File: src/rtl/arith_pkg.sv
// Shared constants for the arithmetic datapath blocks.
// Pipeline registers take their default geometry from here.
package arith_pkg;

    localparam int unsigned PipeWidthDefault = 8;
    localparam int unsigned PipeDepthDefault = 2;

endpackage

File: src/rtl/reg_pipe_stage.sv
// One elastic pipeline stage: a valid bit plus a data word with valid/ready handshake.
// The stage accepts whenever it is empty or its content leaves this cycle.
module reg_pipe_stage
    import arith_pkg::*;
#(
    parameter int unsigned width = PipeWidthDefault
) (
    input  logic             CLK,
    input  logic             RST,
    input  logic             CLR,
    input  logic             in_valid,
    input  logic [width-1:0] in_data,
    input  logic             out_ready,
    output logic             in_ready,
    output logic             out_valid,
    output logic [width-1:0] out_data
);

    logic             v_q, v_d;
    logic [width-1:0] data_q, data_d;

    assign in_ready  = ~v_q | out_ready;
    assign out_valid = v_q;
    assign out_data  = data_q;

    always_comb begin
        v_d    = v_q;
        data_d = data_q;
        // Flush drops the valid bit only; the data word is left as is.
        if (CLR) begin
            v_d = 1'b0;
        end else if (in_ready) begin
            v_d = in_valid;
            if (in_valid) begin
                data_d = in_data;
            end
        end
    end

    always_ff @(posedge CLK or negedge RST) begin
        if (!RST) begin
            v_q    <= 1'b0;
            data_q <= '0;
        end else begin
            v_q    <= v_d;
            data_q <= data_d;
        end
    end

endmodule

File: src/rtl/reg_pipe.sv
// Elastic pipeline register: depth chained stages with backpressure, bubble collapsing,
// synchronous flush and an occupancy count.
module reg_pipe
    import arith_pkg::*;
#(
    parameter int unsigned width = PipeWidthDefault,
    parameter int unsigned depth = PipeDepthDefault
) (
    input  logic                         CLK,
    input  logic                         RST,
    input  logic                         CLR,
    input  logic                         IN_VALID,
    output logic                         IN_READY,
    input  logic [width-1:0]             D,
    output logic                         OUT_VALID,
    input  logic                         OUT_READY,
    output logic [width-1:0]             Q,
    output logic [$clog2(depth+1)-1:0]   FILL
);

    localparam int unsigned FillW = $clog2(depth + 1);

    // Index i is the input of stage i; index depth is the pipe output.
    logic [depth:0]   valid_chain;
    logic [depth:0]   ready_chain;
    logic [width-1:0] data_chain [depth+1];
    logic [FillW-1:0] fill_sum;

    assign valid_chain[0]     = IN_VALID;
    assign data_chain[0]      = D;
    assign ready_chain[depth] = OUT_READY;

    for (genvar i = 0; i < int'(depth); i++) begin : g_stage
        reg_pipe_stage #(
            .width (width)
        ) u_stage (
            .CLK       (CLK),
            .RST       (RST),
            .CLR       (CLR),
            .in_valid  (valid_chain[i]),
            .in_data   (data_chain[i]),
            .out_ready (ready_chain[i+1]),
            .in_ready  (ready_chain[i]),
            .out_valid (valid_chain[i+1]),
            .out_data  (data_chain[i+1])
        );
    end

    // Occupancy depends on stage valids only, never on the current inputs.
    always_comb begin
        fill_sum = '0;
        for (int i = 0; i < int'(depth); i++) begin
            fill_sum = fill_sum + FillW'(valid_chain[i+1]);
        end
    end

    assign IN_READY  = ready_chain[0] & ~CLR;
    assign OUT_VALID = valid_chain[depth] & ~CLR;
    assign Q         = data_chain[depth];
    assign FILL      = fill_sum;

endmodule
File: config.mk
export PLATFORM = sky130hd
export DESIGN_NAME = reg_pipe
export DESIGN_NICKNAME = d
export VERILOG_FILES = /design/src/rtl/arith_pkg.sv /design/src/rtl/reg_pipe_stage.sv /design/src/rtl/reg_pipe.sv
export SDC_FILE = /design/constraint.sdc
export NUM_CORES = 1
export LEC_CHECK = 0
export BUFFER_PORTS_ARGS = -buffer_cell sky130_fd_sc_hd__buf_2
export CAP_MARGIN = 20
export CORE_MARGIN = 1.5
export CORE_UTILIZATION = 50
export DETAILED_ROUTE_END_ITERATION = 16
export GPL_TIMING_DRIVEN = 0
export PLACE_DENSITY_LB_ADDON = 0.3
export SKIP_LAST_GASP = 1
export SYNTH_ARGS = -nofsm -noshare
export SYNTH_HDL_FRONTEND = slang
export SYNTH_HIERARCHICAL = 1
export SYNTH_SLANG_ARGS = --single-unit
export TNS_END_PERCENT = 5
File: constraint.sdc
create_clock -name CLK -period 5.05 [get_ports CLK]
set_clock_uncertainty 0.2 [all_clocks]
set_input_delay 0.7575 -clock CLK [delete_from_list [all_inputs] [get_ports CLK]]
set_output_delay 0.7575 -clock CLK [all_outputs]
set_load 0.005 [all_outputs]
# Word level (Yosys, flattened, before mapping)
# Index checks and enable logic that the tools add are counted.
# word_totals
register_bits	18
latchBits	0
mem_bits_rw	0
mem_bits_ro	0
inputBits	13
out_inout_bits	12
wordCells	20
memories	0
# classes
n_addsub	1
n_mul	0
div_mod_pow	0
n_lt_le_gt_ge	0
n_eq_ne	0
shifts	0
n_mux	4
bitwise	7
reduce_logical	4
# ops
operator	count
$reduce_and 3->1	2
$mux 1	4
$reduce_bool 2->1	2
$not 1->1	3
$add 1x1->2	1
$and 1x1->1	2
$or 1x1->1	2

# Longest topological paths before layout
# logic_depth
depth_word	5
ltp_mapped	5

# Hierarchy
# Netlist, hierarchy kept.
# modules_own_cells
mod	instances	cells_per_inst	area_each_um2
reg_pipe_stage	2	22	359.1
reg_pipe	1	3	25.0

# Worst setup path before layout
# No wires, ideal clock.
# synth_timing
path_type	input to output
startpoint	in OUT_READY
endpoint	out IN_READY
arrival_time_ns	1.272
t_required_ns	4.093
path_slack_ns	2.821
cell_stages	5
n_path_buf	0
path_cell_list	nor2b_4 -> inv_1 -> nor2b_4 -> inv_1 -> nor2b_1
# synth_between
elab_chain_cells	3
# synth_rtl
element	line_no	rtl
from (decl)	reg_pipe.sv:16	input logic OUT_READY,
$or 1x1->1	reg_pipe_stage.sv:22	assign in_ready = ~v_q | out_ready;
net ready_chain[1]	reg_pipe.sv:25	logic [depth:0] ready_chain;
$or 1x1->1	reg_pipe_stage.sv:22	
net ready_chain[0]	reg_pipe.sv:25	
$and 1x1->1	reg_pipe.sv:57	assign IN_READY = ready_chain[0] & ~CLR;
to (decl)	reg_pipe.sv:13	output logic IN_READY,
# The timed path passes the listed nets, and every way through them passes these cells.

# Worst setup path in the final report
# Same ends and word-level chain as after synthesis.

==> impl_metrics.tcl <==
set metrics [dict create \
    num_antenna_cells 0 \
    final_cell_mix "buf_2 (24), dfrtp_1 (18), mux2_2 (16)" \
    post_cts.repair.setup_buffers 0 \
    synth_nets 61 \
    rsz0062_at_grt "false" \
    area_growth_syn_to_layout_pct 23.57 \
    dieArea_um2 1727 \
    grt_pass1_wl_um 2125 \
    worst_slew_pin_slew_ps 459.4 \
    cts.clk_slew.worst_paths_ps 90 \
    die_w_um 41.56 \
    drive_gt1_share_pct 64.00 \
    synth_top_cell_by_area "dfrtp_1" \
    grt-ovfl-total 0 \
    cts_sinks 18 \
    cts_tree "built" \
    drt-total-wl_um 1157 \
    crit_fanout 3 \
    relSlewSlack_pct 69.34 \
    finalSetupViolCount 0 \
    vias 455 \
    post_cts_resized 0 \
    maxSlewViolCount 0 \
    fmaxAchievable_ghz 0.4006 \
    start_util_pct 55.05 \
    drtIter0Drc 6 \
    syn_area_per_cell_um2 15.81 \
    place_congestion 0.7145 \
    synth_area_um2 743.2 \
    seq_area_frac_synth_pct 60.61 \
    critical-path-max-stage-delay_ps 150 \
    leakagePower_nw 0.4353 \
    finalHoldViolations 0 \
    yosysUniqueCellTypes 8 \
    synth_cells 47 \
    hold_class "input pin to asynchronous set/reset pin" \
    synth_top_area_share_pct 60.61 \
    die_h_um 41.56 \
    finalCoreUtilization_pct 68.03 \
    reg2reg_depth 5 \
    p_per_area_nw_per_um2 372.6 \
    setup_tns_ps 0 \
    critical_path.cell_chain "buf_2, nor2b_4, inv_1, nor2b_4, inv_1, nor2b_1, buf_2" \
    cp.arrival_ps 1540 \
    drv_cap 0 \
    dp_hpwl_um 869.7 \
    antenna_found_initial 0 \
    std_cell_rows 13 \
    root_buffer "clkbuf_4" \
    status "complete, no violations" \
    critPathKind "input pin to primary output" \
    mostFrequentLayoutCell "buf_2" \
    clock_path_buffers 2 \
    cts-buffers-inserted 3 \
    wl_per_cell_um 12.86 \
    final_nets 90 \
    drc 0 \
    io_pins 25 \
    grt_start_max_net_pins 19 \
    nFillCells 104 \
    synth_area_leaders "dfrtp_1 (61%), mux2_2 (24%), nor3b_4 (5.1%), nor2b_4 (3.7%), nor2_1 (2.0%)" \
    period_share_pct 49.43 \
    ant_nets 0 \
    end_kind "primary output" \
    cts_hold_buf 0 \
    crit_path_top_delay_cell "nor2b_4" \
    worstPathRequired_ps 4090 \
    yosysWarnings 6 \
    critPathLaunchType "input pin" \
    ys_seq_elements 18 \
    port_buffers 24 \
    final_cells 90 \
    dp_cells 86 \
    min_period_ps 2496 \
    ir_worst_vdd_v 0.0002605 \
    grtUsageTotal_pct 16.59 \
    clock_latency_ps 290 \
    viasPerCell 5.056 \
    grt_pass1_vias 459 \
    first_pass_iters 2 \
    htreeDepth 1 \
    core_um2 1350 \
]
-- registers in the layout, indices dropped and copies added, names as in the netlist --
name	count
g_stage.u_stage/out_data	16
g_stage.u_stage/out_valid	2
-- final timing paths --
check | start | end | slack (ps)
max | OUT_READY | IN_READY | 2550
min | RST | g_stage[1].u_stage/out_valid | 170
max reg2reg | g_stage[1].u_stage/out_valid | g_stage[0].u_stage/out_data[1] | 3240
min reg2reg | g_stage[1].u_stage/out_data[7] | g_stage[1].u_stage/out_data[7] | 310
max in group asynchronous | RST | g_stage[0].u_stage/out_valid | 4200
min in group CLK | g_stage[1].u_stage/out_data[7] | g_stage[1].u_stage/out_data[7] | 310
-- synth_stat cells --
| cell | count |
|---|---|
| dfrtp_1 | 18 |
| mux2_2 | 16 |
| nor2_1 | 4 |
| inv_1 | 2 |
| nor2b_1 | 2 |
| nor2b_4 | 2 |
| nor3b_4 | 2 |
| ha_1 | 1 |
-- logic make-up after synthesis --
family                   after synthesis  synth area share (%)
adder cells (fa/ha/maj)                1                 1.683
buffers and inverters                  2                 1.010
flip-flops                            18                 60.61
multiplexers                          16                 24.24
AND/OR/NAND/NOR                       10                 12.46
-- where the power goes --
group | switching [W] | internal, W
clock network | 0.0000417 | 0.0000439
registers | 0.0000144 | 0.000174
logic | 0.0000253 | 0.0000429
total | 0.0000814 | 0.000261
-- metrics by stage --
stage	total power [W]	cell area, µm²	hold slack (ps)	worst slack [ps]
finish	0.0003421	918.4	172.9	2554
global placement	0.0002576	882.1	281.3	2562
CTS	0.0003483	918.4	170.3	2547
global route	0.0003637	918.4	188.9	2475
floorplan	0.0002252	743.2	261.9	2821
detailed placement	0.0002610	882.1	290.4	2549
-- area by class of cell --
cell class	instances	area [µm²]	area share [%]
multi-input cells	27	285.3	31.06
repair buffers	24	120.1	13.08
flip-flops and latches	18	450.4	49.05
clock buffers	4	36.28	3.951
well taps	15	18.77	2.044
inverters	2	7.507	0.8174
-- metal layers --
layer	vias up	global-route usage, %	wire length, µm
li1	214	-	-
met1	220	19.77	496
met2	19	28.13	555
met3	2	6.522	93
met4	0	3.871	10
met5	-	0	0
-- critical path, delay by kind of cell --
kind	cells	cell delay [ps]
simple gates	3	410
buf+inv	4	360
Note: power is estimated with default switching activity, not from simulation.
